[src/rtl/dac_pair_sequencer.sv]
// dac_pair_sequencer: paces two 8-bit parallel DACs from 2-deep per-channel sample FIFOs,
// updating both data buses on each tick and strobing the DAC clocks after a fixed setup time.
module dac_pair_sequencer #(
    parameter int DIV   = 16,
    parameter int SETUP = 2,
    parameter int HI    = 3
) (
    input  logic       i_clk80,
    input  logic       i_reset_n,
    input  logic       i_enable,
    input  logic       i_mode_in,
    input  logic       i_clr_flags,
    input  logic [7:0] i_s1_data,
    input  logic       i_s1_valid,
    output logic       o_s1_ready,
    input  logic [7:0] i_s2_data,
    input  logic       i_s2_valid,
    output logic       o_s2_ready,
    output logic [7:0] o_dac1_db,
    output logic       o_dac1_clk,
    output logic [7:0] o_dac2_db,
    output logic       o_dac2_clk,
    output logic       o_dac_mode,
    output logic       o_tick,
    output logic       o_underrun1,
    output logic       o_underrun2
);
    localparam int CW   = $clog2(DIV);
    localparam int PMAX = (SETUP > HI) ? SETUP : HI;
    localparam int PW   = $clog2(PMAX + 1);

    if (DIV < 8 || DIV > 65535 || SETUP < 1 || HI < 1 || DIV < SETUP + HI + 2) begin : g_bad_params
        $error("dac_pair_sequencer: illegal DIV/SETUP/HI combination");
    end

    typedef enum logic [1:0] {S_IDLE, S_SETUP, S_STROBE, S_HOLD} state_t;

    state_t          r_state, w_state_nxt;
    logic [PW-1:0]   r_ph, w_ph_nxt;
    logic [CW-1:0]   r_tcnt;
    logic            r_clk;
    logic            r_mode;
    logic            w_tick;
    logic [1:0][7:0] w_sdata;
    logic [1:0]      w_svalid;
    logic [1:0]      w_ready;
    logic [1:0][7:0] w_db;
    logic [1:0]      w_ur;

    assign w_sdata  = {i_s2_data, i_s1_data};
    assign w_svalid = {i_s2_valid, i_s1_valid};
    assign w_tick   = i_enable && (r_tcnt == CW'(DIV - 1));

    always_ff @(posedge i_clk80 or negedge i_reset_n) begin
        if (!i_reset_n) begin
            r_tcnt <= '0;
            r_mode <= 1'b0;
        end else begin
            r_tcnt <= (!i_enable || w_tick) ? '0 : r_tcnt + CW'(1);
            if (w_tick) r_mode <= i_mode_in;
        end
    end

    for (genvar c = 0; c < 2; c++) begin : g_ch
        logic [7:0] r_q0, r_q1, r_db;
        logic [1:0] r_fill;
        logic       r_ur;
        logic       w_push, w_pop;
        assign w_ready[c] = (r_fill != 2'd2);
        assign w_push     = w_svalid[c] & w_ready[c];
        assign w_pop      = w_tick & (r_fill != 2'd0);
        assign w_db[c]    = r_db;
        assign w_ur[c]    = r_ur;
        // A push racing a pop at fill 1 lands straight in the head slot.
        always_ff @(posedge i_clk80 or negedge i_reset_n) begin
            if (!i_reset_n) begin
                r_q0   <= '0;
                r_q1   <= '0;
                r_db   <= '0;
                r_fill <= '0;
                r_ur   <= 1'b0;
            end else begin
                if (w_pop) r_q0 <= (r_fill == 2'd2) ? r_q1 : w_sdata[c];
                else if (w_push && r_fill == 2'd0) r_q0 <= w_sdata[c];
                else if (w_push) r_q1 <= w_sdata[c];
                r_fill <= r_fill + {1'b0, w_push} - {1'b0, w_pop};
                if (w_pop) r_db <= r_q0;
                if (w_tick && r_fill == 2'd0) r_ur <= 1'b1;
                else if (i_clr_flags) r_ur <= 1'b0;
            end
        end
    end

    always_ff @(posedge i_clk80 or negedge i_reset_n) begin
        if (!i_reset_n) begin
            r_state <= S_IDLE;
            r_ph    <= '0;
            r_clk   <= 1'b0;
        end else begin
            r_state <= w_state_nxt;
            r_ph    <= w_ph_nxt;
            r_clk   <= (w_state_nxt == S_STROBE);
        end
    end

    // Once a sequence starts it always runs SETUP then STROBE to completion.
    always_comb begin
        w_state_nxt = r_state;
        w_ph_nxt    = r_ph;
        case (r_state)
            S_IDLE: if (w_tick) begin
                w_state_nxt = S_SETUP;
                w_ph_nxt    = '0;
            end
            S_SETUP: if (r_ph == PW'(SETUP - 1)) begin
                w_state_nxt = S_STROBE;
                w_ph_nxt    = '0;
            end else w_ph_nxt = r_ph + PW'(1);
            S_STROBE: if (r_ph == PW'(HI - 1)) begin
                w_state_nxt = i_enable ? S_HOLD : S_IDLE;
                w_ph_nxt    = '0;
            end else w_ph_nxt = r_ph + PW'(1);
            S_HOLD: if (!i_enable) w_state_nxt = S_IDLE;
            else if (w_tick) begin
                w_state_nxt = S_SETUP;
                w_ph_nxt    = '0;
            end
            default: w_state_nxt = S_IDLE;
        endcase
    end

    assign o_s1_ready  = w_ready[0];
    assign o_s2_ready  = w_ready[1];
    assign o_dac1_db   = w_db[0];
    assign o_dac2_db   = w_db[1];
    assign o_dac1_clk  = r_clk;
    assign o_dac2_clk  = r_clk;
    assign o_dac_mode  = r_mode;
    assign o_tick      = w_tick;
    assign o_underrun1 = w_ur[0];
    assign o_underrun2 = w_ur[1];
endmodule
[config.mk]
export PLATFORM = sky130hd
export DESIGN_NAME = dac_pair_sequencer
export DESIGN_NICKNAME = d
export VERILOG_FILES = /design/src/rtl/dac_pair_sequencer.sv
export SDC_FILE = /design/constraint.sdc
export NUM_CORES = 1
export LEC_CHECK = 0
export BUFFER_PORTS_ARGS = -buffer_cell sky130_fd_sc_hd__buf_4
export CAP_MARGIN = 5
export CORE_MARGIN = 8
export CORE_UTILIZATION = 54
export DETAILED_ROUTE_END_ITERATION = 10
export PLACE_DENSITY_LB_ADDON = 0.08
export SYNTH_ARGS = -nofsm -noshare
export SYNTH_HDL_FRONTEND = slang
export SYNTH_SLANG_ARGS = --single-unit
[constraint.sdc]
create_clock -name i_clk80 -period 2.9 [get_ports i_clk80]
set_input_delay 0.58 -clock i_clk80 [delete_from_list [all_inputs] [get_ports i_clk80]]
set_output_delay 0.58 -clock i_clk80 [all_outputs]
set_load 0.03 [all_outputs]
## Word level (Yosys, flattened, before mapping)

Cells that the tools add are included.

- Register bits: 64
- Output and inout bits: 24
- Logic and storage cells: 80

- Add/sub/neg operators: 6
- Eq/ne operators: 12
- Mux-type cells: 21
- Bitwise logic cells: 8
- Reductions and logical operators: 18

Operators with widths:

| cell | count |
|---|---|
| $mux 8 | 6 |
| $mux 2 | 9 |
| $pmux 2 s4 | 2 |
| $eq 2x2->1 const B | 6 |
| $reduce_bool 2->1 | 6 |
| $logic_not 2->1 | 3 |
| $ne 2x2->1 const B | 3 |
| $reduce_and 3->1 | 2 |
| $logic_and 1x1->1 | 5 |
| $add 2x1->2 | 2 |
| $add 4x1->4 const B | 1 |
| $and 1x1->1 | 4 |
| $eq 2x1->1 const B | 2 |
| $eq 4x4->1 const B | 1 |
| $mux 4 | 1 |
| $not 1->1 | 4 |
| $sub 2x1->2 | 2 |
| $mux 1 | 3 |
| $add 2x1->2 const B | 1 |
| $logic_not 1->1 | 1 |
| $logic_or 1x1->1 | 1 |

## Longest topological paths before layout

- Word-level depth: 6
- Mapped depth: 8
- Depth with buffers taken out: 8

## Least setup slack after synthesis

Ideal clock, no wire load.

- Path type: input to register
- Start point: in i_enable
- End point: reg g_ch[0].r_fill[1]
- Arrival: 2016 ps
- Required time: 2820 ps
- Path slack: 804 ps
- Stages on the path: 8
- Path buffers: 1
- Cells stage by stage: buf_2 nand4_4 nor2_2 ha_1 inv_1 ha_1 xnor2_1 xnor2_1

- Longest elaborated chain between the ends: 3

RTL lines:

| what | line | source |
|---|---|---|
| from (decl) | 10 | `input logic i_enable,` |
| $logic_and 1x1->1 | 52 | `assign w_tick = i_enable && (r_tcnt == CW'(DIV - 1));` |
| $and 1x1->1 | 71 | `assign w_pop = w_tick & (r_fill != 2'd0);` |
| net g_ch[0].w_pop | 68 | `logic w_push, w_pop;` |
| $sub 2x1->2 | 86 | `r_fill <= r_fill + {1'b0, w_push} - {1'b0, w_pop};` |
| to (signal assigned) | 86 |  |
| to (decl) | 66 | `logic [1:0] r_fill;` |

The timed path passes the listed nets, and every way through them passes these cells.
A chain may end at the register's enable or synchronous reset.

## Worst setup path after layout

- Start point: reg r_tcnt[0]
- End point: out o_tick

- Longest elaborated chain between the ends: 2

RTL lines:

| what | line | source |
|---|---|---|
| from (decl) | 40 | `logic [CW-1:0] r_tcnt;` |
| from (signal assigned) | 59 | `r_tcnt <= (!i_enable \|\| w_tick) ? '0 : r_tcnt + CW'(1);` |
| $eq 4x4->1 | 52 |  |
| $logic_and 1x1->1 | 52 |  |
| to (decl) | 24 | `output logic o_tick,` |

Every way passes these cells.

==> impl_metrics.yaml <==
synth:
  netlist.top_cell.by_area: "dfrtp_1"
  synth_warnings: 0
  yosys-top-cells-count: "64 x dfrtp_1, 34 x mux2_2, 20 x a21oi_1, 20 x nor2_1, 16 x mux2i_1"
  synthTopCellsByArea: "dfrtp_1 56%, mux2_2 13%, mux2i_1 5.6%"
  synth_top_area_share_pct: 55.7
  ys.flop_type: "dfrtp_1"
  synth_cell_type_count: 33
  synth_nets: 263
  synthArstFlopShare_pct: 100
  synth.most_common_cell: "dfrtp_1"
  synth_area_um2: 2870
  yosysSeqAreaShare_pct: 55.7
  netlist_instances: 231
  avgSynthCellArea_um2: 12.4
  synth_edf_count: 0
  ys_ff_latch: 64
clocking:
  cts.sink_count: 64
  cts_max_path_buffers: 2
  insertion_delay_ps: 330
  root_buffer: "clkbuf_8"
  cts_resized: 0
  cts_made_buffers: 9
  ctsHoldBuffers: 0
  postCtsSetupBuffers: 0
  cts_tree: "yes"
  clk_pin_slew_ps: 70
  htreeDepth: 3
grt:
  grt_pass1_vias: 1886
  grt_start_max_net_pins: 65
  antenna_found_initial: 0
  grt_pass1_wl_um: 8890
  grt_overflow: 0
  track_usage_pct: 14.9
timing:
  finClkSkew_ps: 7.65
  relSlewSlack_pct: 47.8
  final_hold_viol_count: 0
  finalSetupTns_ps: 0
  worst_pin_slew_ps: 783
  rsz0062_at_grt: "false"
  slew_violations: 0
  setup_ws_ps: 691
  fmax_ghz: 0.453
  min_period_ps: 2210
  setup_violations: 0
  finalCritPeriodShare_pct: 76.2
critical_path:
  cp-start-kind: "flop"
  cp.required_ps: 2320
  worstSetupPathType: "flop to output port"
  cp_max_fo: 9
  r2r_start: "r_tcnt[0]"
  cp-startpoint: "r_tcnt[0]"
  arrival_ps: 1630
  worstSetupEndpointType: "output port"
power:
  p_leak_nw: 1.61
  p_per_area_nw_per_um2: 807
  ir_drop_mv: 0.407
cells_and_area:
  fill_cells: 397
  utilization_pct: 67.9
  nets: 316
  drive_gt1_share_pct: 36.1
  multi_input_area_um2: 1180
  area_growth_pct: 20.6
  register_area_um2: 1600
  n_antenna_cell: 0
run_status:
  outcome: "completed"
placement:
  gp_congestion: 0.829
  post-dp-hpwl_um: 3730
  post-place-ws_ps: 811
  numPortBuffers: 46
floorplanning:
  dieWidth_um: 89.0
  dieHeight_um: 89.0
  die_area_um2: 7910
  pin_count: 47
  rows: 26
  initial_core_util_pct: 56.3
  coreArea_um2: 5110
run:
  drv_cap: 0
route:
  drc_errors: 0
  ant_nets: 0
  via_per_inst: 5.05
  drt_first_pass_iters: 4
  drtIter0Drc: 54
  num_vias: 1809
  routed_wirelength_um: 5290
  detail_route.wl_per_cell_um: 14.8
min_path:
  hold_path_class: "primary input to async pin"
==> stage by stage <==
| step | hold WS (ps) | instances | cell area (um2) | total power [W] |
|---|---|---|---|---|
| floorplan | 284 | 231 | 2870 | 0.00186 |
| global placement | 454 | 343 | 3260 | 0.00200 |
| detailed placement | 469 | 343 | 3260 | 0.00203 |
| CTS | 353 | 358 | 3470 | 0.00284 |
| global route | 404 | 358 | 3470 | 0.00297 |
| finish | 321 | 358 | 3470 | 0.00280 |
==> worst max-delay path: stages (launching register included) <==
cell	delay, ps
dfrtp_1	380
ha_1	280
nand4_4	250
inv_2	200
buf_4	190
==> cell families (layout without fill, tap and decap cells) <==
kind of cell | count (synthesis) | after routing | synth area share (%)
AO/OA/AOI/OAI | 35 | 35 | 7.05
XOR/XNOR | 5 | 5 | 1.52
adder cells (fa/ha/maj) | 9 | 9 | 3.92
multiplexers | 50 | 50 | 18.9
AND/OR/NAND/NOR | 53 | 53 | 9.71
flip-flops | 64 | 64 | 55.7
buffers and inverters | 15 | 72 | 3.18
==> layout make-up <==
type	count	area share, %
repair buffers	48	10.4
clock buffers	12	3.90
inverters	9	0.974
clock inverters	3	1.95
flip-flops and latches	64	46.2
multi-input cells	152	34.1
well taps	70	2.53
==> layer usage <==
layer / global-route usage [%] / part of all wire, % / up-vias
li1: - / - / 902
met1: 17.0 / 44 / 862
met2: 24.1 / 49 / 38
met3: 6.07 / 6.4 / 7
met4: 6.80 / 1.3 / 0
met5: 0 / 0 / -
==> final timing paths <==
path                                      to  cells past startpoint  slack (ps)
setup / recovery                      o_tick                      4         690
hold / removal               g_ch[0].r_q1[5]                      1         320
setup reg to reg           g_ch[1].r_fill[1]                      9         870
hold reg to reg                    r_tcnt[0]                      1         480
max in group asynchronous         o_dac_mode                      1        2040
min in group i_clk80             o_underrun2                      2         460
==> cell usage in the layout, fill, tap and decap left out, drive strengths merged, types with 7 or more instances in the layout <==
cell    count
mux2       34
ha          9
o21ai       7
clkbuf     12
mux2i      16
nor2       24
inv         9
dfrtp      64
a21oi      20
nand2      13
buf        48
==> report_power, final <==
group / internal (W) / total [W] / switching, W / leakage [nW]
clock network: 0.000481 / 0.000794 / 0.000314 / 0.0967
logic: 0.000327 / 0.000683 / 0.000356 / 0.717
registers: 0.00117 / 0.00132 / 0.000154 / 0.799
==> sequential cells by signal, indices dropped and copies added (netlist names) <==
name / cells
o_dac2_db: 8
o_dac_mode: 1
g_ch.r_q1: 16
r_tcnt: 4
r_ph: 2
o_dac1_clk: 1
o_underrun2: 1
r_state: 2
g_ch.r_q0: 16
o_underrun1: 1
o_dac1_db: 8
g_ch.r_fill: 4
Power figures use the tool's default switching activity.
